==> config.mk <==
export PLATFORM = sky130hd
export DESIGN_NAME = updn_cnt_gen
export DESIGN_NICKNAME = d
export VERILOG_FILES = /design/src/rtl/updn_cnt_pkg.sv /design/src/rtl/updn_cnt_next.sv /design/src/rtl/updn_cnt_gen.sv
export SDC_FILE = /design/constraint.sdc
export NUM_CORES = 1
export LEC_CHECK = 0
export BUFFER_PORTS_ARGS = -buffer_cell sky130_fd_sc_hd__buf_2
export CORE_MARGIN = 10
export CORE_UTILIZATION = 52
export DETAILED_ROUTE_END_ITERATION = 16
export GPL_TIMING_DRIVEN = 0
export MAX_ROUTING_LAYER = met4
export PLACE_DENSITY_LB_ADDON = 0.15
export SLEW_MARGIN = 40
export SYNTH_ARGS = -nofsm -noshare
export SYNTH_HDL_FRONTEND = slang
export SYNTH_HIERARCHICAL = 1
export SYNTH_SLANG_ARGS = --single-unit
export TNS_END_PERCENT = 10
==> constraint.sdc <==
create_clock -name clk -period 2.25 [get_ports clk]
set_input_delay 0.45 -clock clk [delete_from_list [all_inputs] [get_ports clk]]
set_output_delay 0.45 -clock clk [all_outputs]
set_load 0.03 [all_outputs]
==> src/rtl/updn_cnt_pkg.sv <==
// Shared encodings for the up/down counter generator: count modes and bounce FSM states.
package updn_cnt_pkg;

    typedef enum logic [1:0] {
        WRAP   = 2'b00,
        SAT    = 2'b01,
        BOUNCE = 2'b10,
        HOLD   = 2'b11
    } mode_e;

    typedef enum logic {
        UP   = 1'b0,
        DOWN = 1'b1
    } state_e;

endpackage

==> src/rtl/updn_cnt_next.sv <==
// Combinational next count, next direction state and terminal-count event for updn_cnt_gen.
// Latency: none (pure logic); backpressure: none, en gates every step.
module updn_cnt_next
    import updn_cnt_pkg::*;
#(
    parameter int WIDTH = 4,
    parameter int MIN   = 0,
    parameter int MAX   = 15
) (
    input  logic [WIDTH-1:0] cnt_i,
    input  state_e           state_i,
    input  logic             en_i,
    input  logic             up_dn_i,
    input  mode_e            mode_i,
    input  logic             load_i,
    input  logic [WIDTH-1:0] load_val_i,
    output logic [WIDTH-1:0] cnt_o,
    output state_e           state_o,
    output logic             evt_o
);

    localparam logic [WIDTH-1:0] MIN_V = WIDTH'(MIN);
    localparam logic [WIDTH-1:0] MAX_V = WIDTH'(MAX);

    logic   at_max;
    logic   at_min;
    state_e cmd_dir;

    // Bounds are tested before stepping so the WIDTH-bit add/subtract never leaves [MIN,MAX].
    assign at_max  = (cnt_i >= MAX_V);
    assign at_min  = (cnt_i <= MIN_V);
    assign cmd_dir = up_dn_i ? DOWN : UP;

    always_comb begin
        cnt_o   = cnt_i;
        state_o = state_i;
        evt_o   = 1'b0;
        if (load_i) begin
            if (load_val_i < MIN_V) begin
                cnt_o = MIN_V;
            end else if (load_val_i > MAX_V) begin
                cnt_o = MAX_V;
            end else begin
                cnt_o = load_val_i;
            end
            if (mode_i != BOUNCE) begin
                state_o = cmd_dir;
            end
        end else if (en_i) begin
            if (mode_i != BOUNCE) begin
                state_o = cmd_dir;
            end
            unique case (mode_i)
                WRAP: begin
                    if (cmd_dir == UP) begin
                        cnt_o = at_max ? MIN_V : cnt_i + 1'b1;
                        evt_o = at_max;
                    end else begin
                        cnt_o = at_min ? MAX_V : cnt_i - 1'b1;
                        evt_o = at_min;
                    end
                end
                SAT: begin
                    if (cmd_dir == UP) begin
                        cnt_o = at_max ? MAX_V : cnt_i + 1'b1;
                        evt_o = at_max;
                    end else begin
                        cnt_o = at_min ? MIN_V : cnt_i - 1'b1;
                        evt_o = at_min;
                    end
                end
                BOUNCE: begin
                    if (state_i == UP) begin
                        if (at_max) begin
                            cnt_o   = MAX_V - 1'b1;
                            state_o = DOWN;
                            evt_o   = 1'b1;
                        end else begin
                            cnt_o = cnt_i + 1'b1;
                        end
                    end else begin
                        if (at_min) begin
                            cnt_o   = MIN_V + 1'b1;
                            state_o = UP;
                            evt_o   = 1'b1;
                        end else begin
                            cnt_o = cnt_i - 1'b1;
                        end
                    end
                end
                HOLD: begin
                    cnt_o = cnt_i;
                end
            endcase
        end
    end

endmodule

==> src/rtl/updn_cnt_gen.sv <==
// Up/down counter with WRAP/SAT/BOUNCE/HOLD modes; tc pulse built only with UPDN_CNT_TC_EN.
// Latency: one register stage from inputs to cnt/dir/tc; backpressure: none, en gates stepping.
module updn_cnt_gen
    import updn_cnt_pkg::*;
#(
    parameter int WIDTH = 4,
    parameter int MIN   = 0,
    parameter int MAX   = 15
) (
    input  logic             clk,
    input  logic             rst_n,
    input  logic             en,
    input  logic             up_dn,
    input  logic [1:0]       mode,
    input  logic             load,
    input  logic [WIDTH-1:0] load_val,
    output logic [WIDTH-1:0] cnt,
    output logic             dir,
    output logic             tc
);

    generate
        if (MIN >= MAX || MAX > (1 << WIDTH) - 1) begin : g_bad_bounds
            $error("updn_cnt_gen: need MIN < MAX <= 2**WIDTH-1");
        end
    endgenerate

    logic [WIDTH-1:0] cnt_q, cnt_d;
    state_e           state_q, state_d;
    logic             tc_d;

    updn_cnt_next #(
        .WIDTH (WIDTH),
        .MIN   (MIN),
        .MAX   (MAX)
    ) u_next (
        .cnt_i      (cnt_q),
        .state_i    (state_q),
        .en_i       (en),
        .up_dn_i    (up_dn),
        .mode_i     (mode_e'(mode)),
        .load_i     (load),
        .load_val_i (load_val),
        .cnt_o      (cnt_d),
        .state_o    (state_d),
        .evt_o      (tc_d)
    );

    always_ff @(posedge clk or negedge rst_n) begin
        if (!rst_n) begin
            cnt_q   <= WIDTH'(MIN);
            state_q <= UP;
        end else begin
            cnt_q   <= cnt_d;
            state_q <= state_d;
        end
    end

    // Outside BOUNCE the state follows up_dn, so it doubles as the registered effective direction.
    assign cnt = cnt_q;
    assign dir = (state_q == DOWN);

`ifdef UPDN_CNT_TC_EN
    logic tc_q;

    always_ff @(posedge clk or negedge rst_n) begin
        if (!rst_n) begin
            tc_q <= 1'b0;
        end else begin
            tc_q <= tc_d;
        end
    end

    assign tc = tc_q;
`else
    logic unused_tc_d;

    assign unused_tc_d = tc_d;
    assign tc          = 1'b0;
`endif

endmodule

==> summary.txt <==
Final layout
  – Antenna cells: 0
  – Design area: 840 um^2
  – Share of cells above drive strength 1: 0.268
  – Post-Layout Cell Count: 127
  – Finished Core Util: 0.645
  – Nets: 126
  – Area delta synth->final: 17.7%

Drt
  – Routed length on met1: 888 um
  – Routed length per instance: 14.8 um
  – Via count: 755
  – WL final: 1.88 mm
  – DR pass1 iterations: 4
  – WL met3: 98 um
  – Detail Route Antenna Nets: 0
  – Violation count after the first detailed-route iteration: 25
  – Met2 WL post-DR: 875 um
  – DR vias/cell: 5.94
  – Highest Signal Layer: met4
  – Residual DRC: 0

Clocking
  – Worst-skew pair later-pin latency: 240 ps
  – H-tree depth: 1
  – Clk slew on worst S/H paths: 40 ps
  – TritonCTS clock tree: done
  – Clock Path Buffers: 2
  – TritonCTS Buffers: 3
  – Root Buffer: clkbuf_4
  – # clock sinks: 5

Die
  – I/O Pins: 17
  – Row count: 13
  – Core area: 1300 um^2
  – Die X: 57.0 um
  – Die Span Y: 57.0 um
  – Die ar.: 3250 um^2
  – Initial core utilization: 0.548

STA
  – Tcrit/Tclk final: 0.913
  – RSZ-0062 raised after global routing: false
  – Setup Skew: 3.55 ps
  – Fin Setup TNS: 0 ps
  – Final-report hold violation count: 0
  – Fmax: 0.487 GHz
  – Final setup fails: 0
  – Final Max Slew Viols: 0
  – Final Critical Period: 2050 ps

Power and ir drop
  – Power Density: 510 nW/um^2
  – Static Leakage: 0.370 nW
  – Worst vdd ir: 0.355 mV

Yosys
  – Syn_area_per_cell: 7.67 um^2
  – Mapped Cells: 93
  – Cell Area, Synth: 713 um^2
  – Syn. warnings: 6
  – Syn nets: 106

Place
  – Post-DP HPWL: 1.41 mm
  – Placed cells: 122
  – RD Place Congestion: 0.812
  – Post-place instance area: 802 um^2
  – Port bufs: 14

Worst setup path
  – WP data required: 2360 ps
  – CP endpoint kind: flop
  – Crit Path Category: flop to flop
  – Startpoint types: flop
  – Critical path arrival: 2170 ps
  – Crit-path max FO: 10

Global route
  – First-pass GRT wire length: 3.27 mm
  – Global-route usage over all layers: 0.122
  – Vias in the first global route: 687
  – Initial antenna violation count: 0
  – Largest net degree at the start of global routing: 11
  – Global route overflow: 0

Worst hold path
  – Min-delay worst type: input port to flop

Status
  – Status: finished, final reports clean

Flow run
  – Max-Cap Viols: 0
-- worst max-delay path, stage by stage, from the launching register on --
cell and delay (ps):
dfrtp_1 360, clkbuf_2 220, inv_1 80, ha_1 260
nor3b_2 220, or4b_1 480, o221ai_1 220, o21ai_1 90
-- placed cells by master (no fill, tap or decap), types with 3 or more instances in the layout --
cell type  instances
nand3b_1           4
clkbuf_4           3
clkbuf_1           3
nor2_1             3
buf_2             20
a21o_1             3
a211oi_1           3
dfrtp_1            5
a31oi_1            3
a21oi_1            7
nor2b_1            5
a221oi_1           3
nand2_1            7
nand3_1            3
-- sequential cells by signal, summed over array words and instances (netlist names) --
signal  flops
cnt         4
dir         1
-- per-layer routing --
metal | global-route usage | vias up
met5 | - | -
met4 | 0.0537 | 0
met3 | 0.0288 | 2
met2 | 0.167 | 28
met1 | 0.163 | 342
li1 | - | 383
-- timing repair --
action                     4_1_cts  5_1_grt
hold buffers                     0        1
gates resized for setup          0        2
setup endpoints to repair        0        2
hold endpoints to repair         0        3
buffers inserted                 0        0
-- where the power goes --
| part | switching, W | internal, W | leakage (nW) |
|---|---|---|---|
| Combinational | 0.000121 | 0.0000858 | 0.296 |
| Clock | 0.0000350 | 0.0000669 | 0.0150 |
| Sequential | 0.0000189 | 0.000101 | 0.0597 |
-- per-stage QoR --
stage	hold slack [ps]	worst slack, ps	power [W]
after floorplan	154	94.3	0.000270
after global placement	267	117	0.000319
after detailed placement	268	72.5	0.000322
after CTS	4.74	55.6	0.000430
after global routing	416	62.8	0.000469
final	410	196	0.000428
-- area by class of cell --
cell class                      count  area, um^2
Multi-Input combinational cell     75         524
Fill cell                         129         462
Sequential cell                     5         125
Timing Repair Buffer               15        80.1
Buffer                             11        57.6
Clock buffer                        4        26.3
Tap cell                           15        18.8
Inverter                            2        7.51
-- final timing paths --
path,startpoint,end,slack (ps),cells past startpoint
max,cnt[0],cnt[3],200,7
max in group asynchronous,rst_n,dir,1550,2
min reg2reg,dir,dir,640,2
min in group asynchronous,rst_n,cnt[3],570,2
max reg2reg,cnt[0],cnt[3],200,7
min,load_val[0],cnt[0],410,3
(Power assumes the default switching activity.)
